## src/rtl/nrzi_unstuff_decoder_pkg.sv

```systemverilog
// usb_rx_pkg: shared types and constants for the USB RX line decoder
package usb_rx_pkg;
  typedef enum logic [1:0] {IDLE, SE0_1, SE0_2} eop_state_t;
  localparam int USB_STUFF_LIMIT = 6;
  localparam logic USB_J_DPLUS = 1'b1;
endpackage

```

## src/rtl/nrzi_unstuff_decoder_if.sv

```systemverilog
// nrzi_unstuff_decoder_if: line inputs and decoded-bit outputs of the RX decoder
interface nrzi_unstuff_decoder_if;
  logic d_plus_sync;
  logic d_minus_sync;
  logic shift_enable;
  logic clear;
  logic d_orig;
  logic d_valid;
  logic stuff_err;
  logic eop;
  logic se0_active;
  modport master (
    output d_plus_sync, d_minus_sync, shift_enable, clear,
    input  d_orig, d_valid, stuff_err, eop, se0_active
  );
  modport slave (
    input  d_plus_sync, d_minus_sync, shift_enable, clear,
    output d_orig, d_valid, stuff_err, eop, se0_active
  );
endinterface

```

## src/rtl/eop_detector.sv

```systemverilog
// eop_detector: SE0-SE0-J end-of-packet FSM; eop flags the completing J strobe combinationally
module eop_detector
  import usb_rx_pkg::*;
(
  input  logic clk,
  input  logic rst,
  input  logic clear,
  input  logic shift_enable,
  input  logic se0,
  input  logic is_j,
  output logic eop,
  output logic se0_active
);
  eop_state_t state_q, state_d;
  // state register; clear drops back to IDLE like reset
  always_ff @(posedge clk) begin
    if (rst || clear) state_q <= IDLE;
    else state_q <= state_d;
  end
  // next state on strobes; eop marks the J that closes an SE0 pair
  always_comb begin
    state_d = state_q;
    eop = 1'b0;
    if (shift_enable && !clear) begin
      state_d = se0 ? (state_q == IDLE ? SE0_1 : SE0_2) : IDLE;
      eop = (state_q == SE0_2) && is_j;
    end
  end
  assign se0_active = (state_q != IDLE);
endmodule

```

## src/rtl/nrzi_unstuff.sv

```systemverilog
// nrzi_unstuff_decoder: NRZI decode, bit unstuffing and EOP detection for the USB RX path
module nrzi_unstuff_decoder
  import usb_rx_pkg::*;
#(
  parameter int   STUFF_LIMIT = USB_STUFF_LIMIT,
  parameter bit   NRZI_EN     = 1'b1,
  parameter logic IDLE_LEVEL  = USB_J_DPLUS
) (
  input logic clk,
  input logic rst,
  nrzi_unstuff_decoder_if.slave bus
);
  localparam int CW = $clog2(STUFF_LIMIT + 1);
  logic prev_lvl;
  logic [CW-1:0] ones_cnt;
  logic se0, is_j, b, eop_hit;
  assign se0 = !bus.d_plus_sync && !bus.d_minus_sync;
  assign is_j = (bus.d_plus_sync == IDLE_LEVEL) && (bus.d_minus_sync == !IDLE_LEVEL);
  assign b = NRZI_EN ? (bus.d_plus_sync == prev_lvl) : bus.d_plus_sync;
  eop_detector u_eop (
    .clk(clk),
    .rst(rst),
    .clear(bus.clear),
    .shift_enable(bus.shift_enable),
    .se0(se0),
    .is_j(is_j),
    .eop(eop_hit),
    .se0_active(bus.se0_active)
  );
  // per-strobe decode/unstuff; pulses default low so each lasts one cycle
  always_ff @(posedge clk) begin
    if (rst) begin
      prev_lvl <= IDLE_LEVEL;
      ones_cnt <= '0;
      bus.d_orig <= 1'b1;
      bus.d_valid <= 1'b0;
      bus.stuff_err <= 1'b0;
      bus.eop <= 1'b0;
    end else begin
      bus.d_valid <= 1'b0;
      bus.stuff_err <= 1'b0;
      bus.eop <= 1'b0;
      if (bus.clear) begin
        prev_lvl <= IDLE_LEVEL;
        ones_cnt <= '0;
      end else if (bus.shift_enable) begin
        if (se0) begin
          prev_lvl <= IDLE_LEVEL;
          ones_cnt <= '0;
        end else begin
          prev_lvl <= bus.d_plus_sync;
          if (eop_hit) begin
            bus.eop <= 1'b1;
            ones_cnt <= '0;
          end else if (ones_cnt == CW'(STUFF_LIMIT)) begin
            bus.stuff_err <= b;
            ones_cnt <= '0;
          end else begin
            bus.d_orig <= b;
            bus.d_valid <= 1'b1;
            ones_cnt <= b ? ones_cnt + CW'(1) : '0;
          end
        end
      end
    end
  end
endmodule

```

## src/flat_wrapper.sv

```systemverilog
// flat-port wrapper written by rule: the top's interface ports become plain ports
module nrzi_unstuff_decoder_flat import usb_rx_pkg::*;
#(
  parameter int   STUFF_LIMIT = USB_STUFF_LIMIT,
  parameter bit   NRZI_EN     = 1'b1,
  parameter logic IDLE_LEVEL  = USB_J_DPLUS
)
  (clk, rst, bus_d_plus_sync, bus_d_minus_sync, bus_shift_enable, bus_clear, bus_d_orig, bus_d_valid, bus_stuff_err, bus_eop, bus_se0_active);
  nrzi_unstuff_decoder_if bus_i ();
  input logic clk;
  input logic rst;
  input wire logic [$bits(bus_i.d_plus_sync)-1:0] bus_d_plus_sync;
  input wire logic [$bits(bus_i.d_minus_sync)-1:0] bus_d_minus_sync;
  input wire logic [$bits(bus_i.shift_enable)-1:0] bus_shift_enable;
  input wire logic [$bits(bus_i.clear)-1:0] bus_clear;
  output wire logic [$bits(bus_i.d_orig)-1:0] bus_d_orig;
  output wire logic [$bits(bus_i.d_valid)-1:0] bus_d_valid;
  output wire logic [$bits(bus_i.stuff_err)-1:0] bus_stuff_err;
  output wire logic [$bits(bus_i.eop)-1:0] bus_eop;
  output wire logic [$bits(bus_i.se0_active)-1:0] bus_se0_active;
  assign bus_i.d_plus_sync = bus_d_plus_sync;
  assign bus_i.d_minus_sync = bus_d_minus_sync;
  assign bus_i.shift_enable = bus_shift_enable;
  assign bus_i.clear = bus_clear;
  assign bus_d_orig = bus_i.d_orig;
  assign bus_d_valid = bus_i.d_valid;
  assign bus_stuff_err = bus_i.stuff_err;
  assign bus_eop = bus_i.eop;
  assign bus_se0_active = bus_i.se0_active;
  nrzi_unstuff_decoder #(.STUFF_LIMIT(STUFF_LIMIT), .NRZI_EN(NRZI_EN), .IDLE_LEVEL(IDLE_LEVEL)) u_core (.clk(clk), .rst(rst), .bus(bus_i));
endmodule
```

## config.mk

```make
export PLATFORM = sky130hd
export DESIGN_NAME = nrzi_unstuff_decoder_flat
export DESIGN_NICKNAME = d
export VERILOG_FILES = /design/src/rtl/nrzi_unstuff_decoder_pkg.sv /design/src/rtl/nrzi_unstuff_decoder_if.sv /design/src/rtl/eop_detector.sv /design/src/rtl/nrzi_unstuff.sv /design/src/flat_wrapper.sv
export SDC_FILE = /design/constraint.sdc
export NUM_CORES = 1
export LEC_CHECK = 0
export ABC_AREA = 1
export BUFFER_PORTS_ARGS = -buffer_cell sky130_fd_sc_hd__buf_2
export CORE_MARGIN = 1.5
export CORE_UTILIZATION = 30
export DETAILED_ROUTE_END_ITERATION = 10
export GPL_TIMING_DRIVEN = 0
export PLACE_DENSITY = 0.47
export SYNTH_ARGS = -nofsm -noshare
export SYNTH_HDL_FRONTEND = slang
export SYNTH_SLANG_ARGS = --single-unit
```

## constraint.sdc

```tcl
create_clock -name clk -period 1.15 [get_ports clk]
set_input_delay 0.23 -clock clk [delete_from_list [all_inputs] [get_ports clk]]
set_output_delay 0.23 -clock clk [all_outputs]
set_load 0.02 [all_outputs]
```

==> impl_metrics.toml <==
[status]
outcome = "finished, final reports clean"

[die]
die-area_sq_um = 1980
start_util = 0.331
coreArea_sq_um = 1560
die_w_um = 44.5
rows = 14
die_h_um = 44.5
ioPinCount = 11

[layout]
layout_commonest_cell = "nand2_1"
stdcell_count = 101
layout_common_cells = "nand2_1 (11), buf_2 (9), inv_1 (8)"
diodes = 0
finalNetCount = 95
area_growth_pct = 32.0
layout-drive-gt1-share = 0.447
final_core_util = 0.437

[pwr]
swShare = 0.264
p_seq_frac = 0.519
power_uw = 682
ir_drop_v = 0.000424
combPwrFrac = 0.133
p_per_area_nw_per_um2 = 1000
internal_power_uw = 502
switchingPower_uw = 180
clkPwrFrac = 0.349
power_leakage_uw = 0.000343

[sta]
fin_crit_sh = 0.981
setup_ws_ns = 0.0221
hold_viol = 0
hold_ws_ns = 0.193
setup_viol_count_final = 0
max_freq_mhz = 887
rsz0062_at_grt = "yes"
final_max_slew_viol_count = 0
min_period_ns = 1.13
worst_slew_pin_slew_ns = 0.272
worst_clock_skew_ns = 0.00236
slew_headroom = 0.818

[drt]
drt-initial-drc-count = 11
num_vias = 447
wire_per_inst_um = 10.3
drc = 0
viasPerCell = 4.43
totalWireLength_um = 1040
first_pass_iters = 2
ant_nets = 0

[clock_network]
cts_buffers = 3
cts_hold_buf = 0
worstSkewPairLatency_ns = 0.26
clock_path_buffers = 2
clock-sinks = 10
cts_tree = "built"
clkSlewWorstSetupHoldPaths_ns = 0.07
ctsRootBufferMaster = "clkbuf_4"
htreeDepth = 1

[global_route]
grtUsageTotal = 0.135
grt_max_degree = 6
antenna_found_initial = 0
grt_pass1_vias = 425
grt_pass1_wl_um = 1850
met1_usage = 0.167
grt.busiest_layer = "met2"
use_met2 = 0.194
use_met3 = 0.0367
grt-ovfl-total = 0

[placed_design]
place_ws_ns = -0.0184
gp_congestion = 0.729
dp_hpwl_um = 754
portBuffers = 10
dp.cells = 94

[setup_path]
crit_arrival_ns = 1.33
cp-start-kind = "flip-flop"
end_kind = "flip-flop"
critical_path_class = "flip-flop to flip-flop"
path_max_fanout = 3
worstPathRequired_ns = 1.35

[synthesis]
synth.distinct_cells = 18
avgSynthCellArea_sq_um = 7.60
synth_seq_cells = 10
yosysWarnings = 0
syn_inst = 68
netlist_area_sq_um = 517
ys_seq_area_frac = 0.387
syn_nets = 76

[flow_run]
cap_viol_max_count = 0

[hold_path]
hp-class = "input pin to flip-flop"
## worst paths after layout
path                      startpoint                  to  slack (ns)  depth (start not counted)
setup / recovery  u_core.ones_cnt[0]  u_core.ones_cnt[2]        0.02                          7
hold / removal                   rst  u_core.bus.d_valid        0.19                          2
setup reg to reg  u_core.ones_cnt[0]  u_core.ones_cnt[2]        0.02                          7
hold reg to reg    u_core.bus.d_orig   u_core.bus.d_orig        0.47                          2
## registers in the layout, indices dropped and copies added, names as in the netlist
signal,cells
u_core.bus.d_orig,1
u_core.bus.d_valid,1
u_core.bus.eop,1
u_core.bus.stuff_err,1
u_core.ones_cnt,3
u_core.prev_lvl,1
u_core.u_eop.state_q,2
## cell families (layout without fill, tap and decap cells)
kind of cell,Yosys count,count (layout),synth area share
and+or+nand+nor,34,34,0.378
buffers and inverters,14,31,0.102
DFF,10,10,0.387
AOI/OAI and AO/OA,7,7,0.0678
adders and majority gates,2,2,0.0484
xor gates and xnor gates,1,1,0.0170
## routing by layer
metal	vias up	share of wire	wire length, um
met2	7	0.45	468
met4	0	0.020	21
met1	188	0.49	507
li1	250	-	-
met3	2	0.038	39
met5	-	0	0
## power by group through the flow
stage	logic [uW]	clock network, uW	registers, uW
floorplan	50.2	0	368
global placement	83.8	0	363
detailed placement	83.6	0	363
CTS	87.6	256	356
global route	101	271	354
finish	90.6	238	354
## metrics by stage
stage	area, sq um	TNS, ns
finish	682	0
global route	682	-0.123
CTS	651	0
detailed placement	587	-0.0184
global placement	587	-0.0244
floorplan	517	0
## synthesized netlist by cell type
cell type  number  share of area
nor2_2          1          0.012
nor2_8          1          0.039
nor2_4          1          0.022
nor3_1          2          0.019
o21ai_0         2          0.019
ha_1            2          0.048
dfxtp_1        10           0.39
inv_2           4          0.029
nand2_1        12          0.087
nand3_4         1          0.034
xor2_1          1          0.017
nand3_2         1          0.019
nand4_1         2          0.024
inv_1          10          0.073
nand3_1         5          0.048
a21oi_1         5          0.048
nor2_1          5          0.036
nand2_2         3          0.036
## what timing repair did
item / 4_1_cts / 5_1_grt
buffers inserted: 4 / 0
setup endpoints to repair: 3 / 7
pin swaps: 2 / 7
gates resized for setup: 5 / 10
endpoints found under the hold margin: 0 / 0
## critical path, stage by stage, from the launching register on
cell and delay, ns:
dfxtp_2 0.34, inv_2 0.05, ha_4 0.15, nand2_2 0.07, nand2_1 0.06, nor2_2 0.15
nand4_1 0.11, a21oi_1 0.14
## area by class of cell
cell class / instances / area [sq um]
timing repair buffer: 14 / 86.3
fill: 168 / 877
clock buffer: 3 / 22.5
multi-input combinational: 44 / 294
inverter: 14 / 52.6
tap: 16 / 20.0
sequential: 10 / 206
Note: power is estimated with default switching activity, not from simulation.
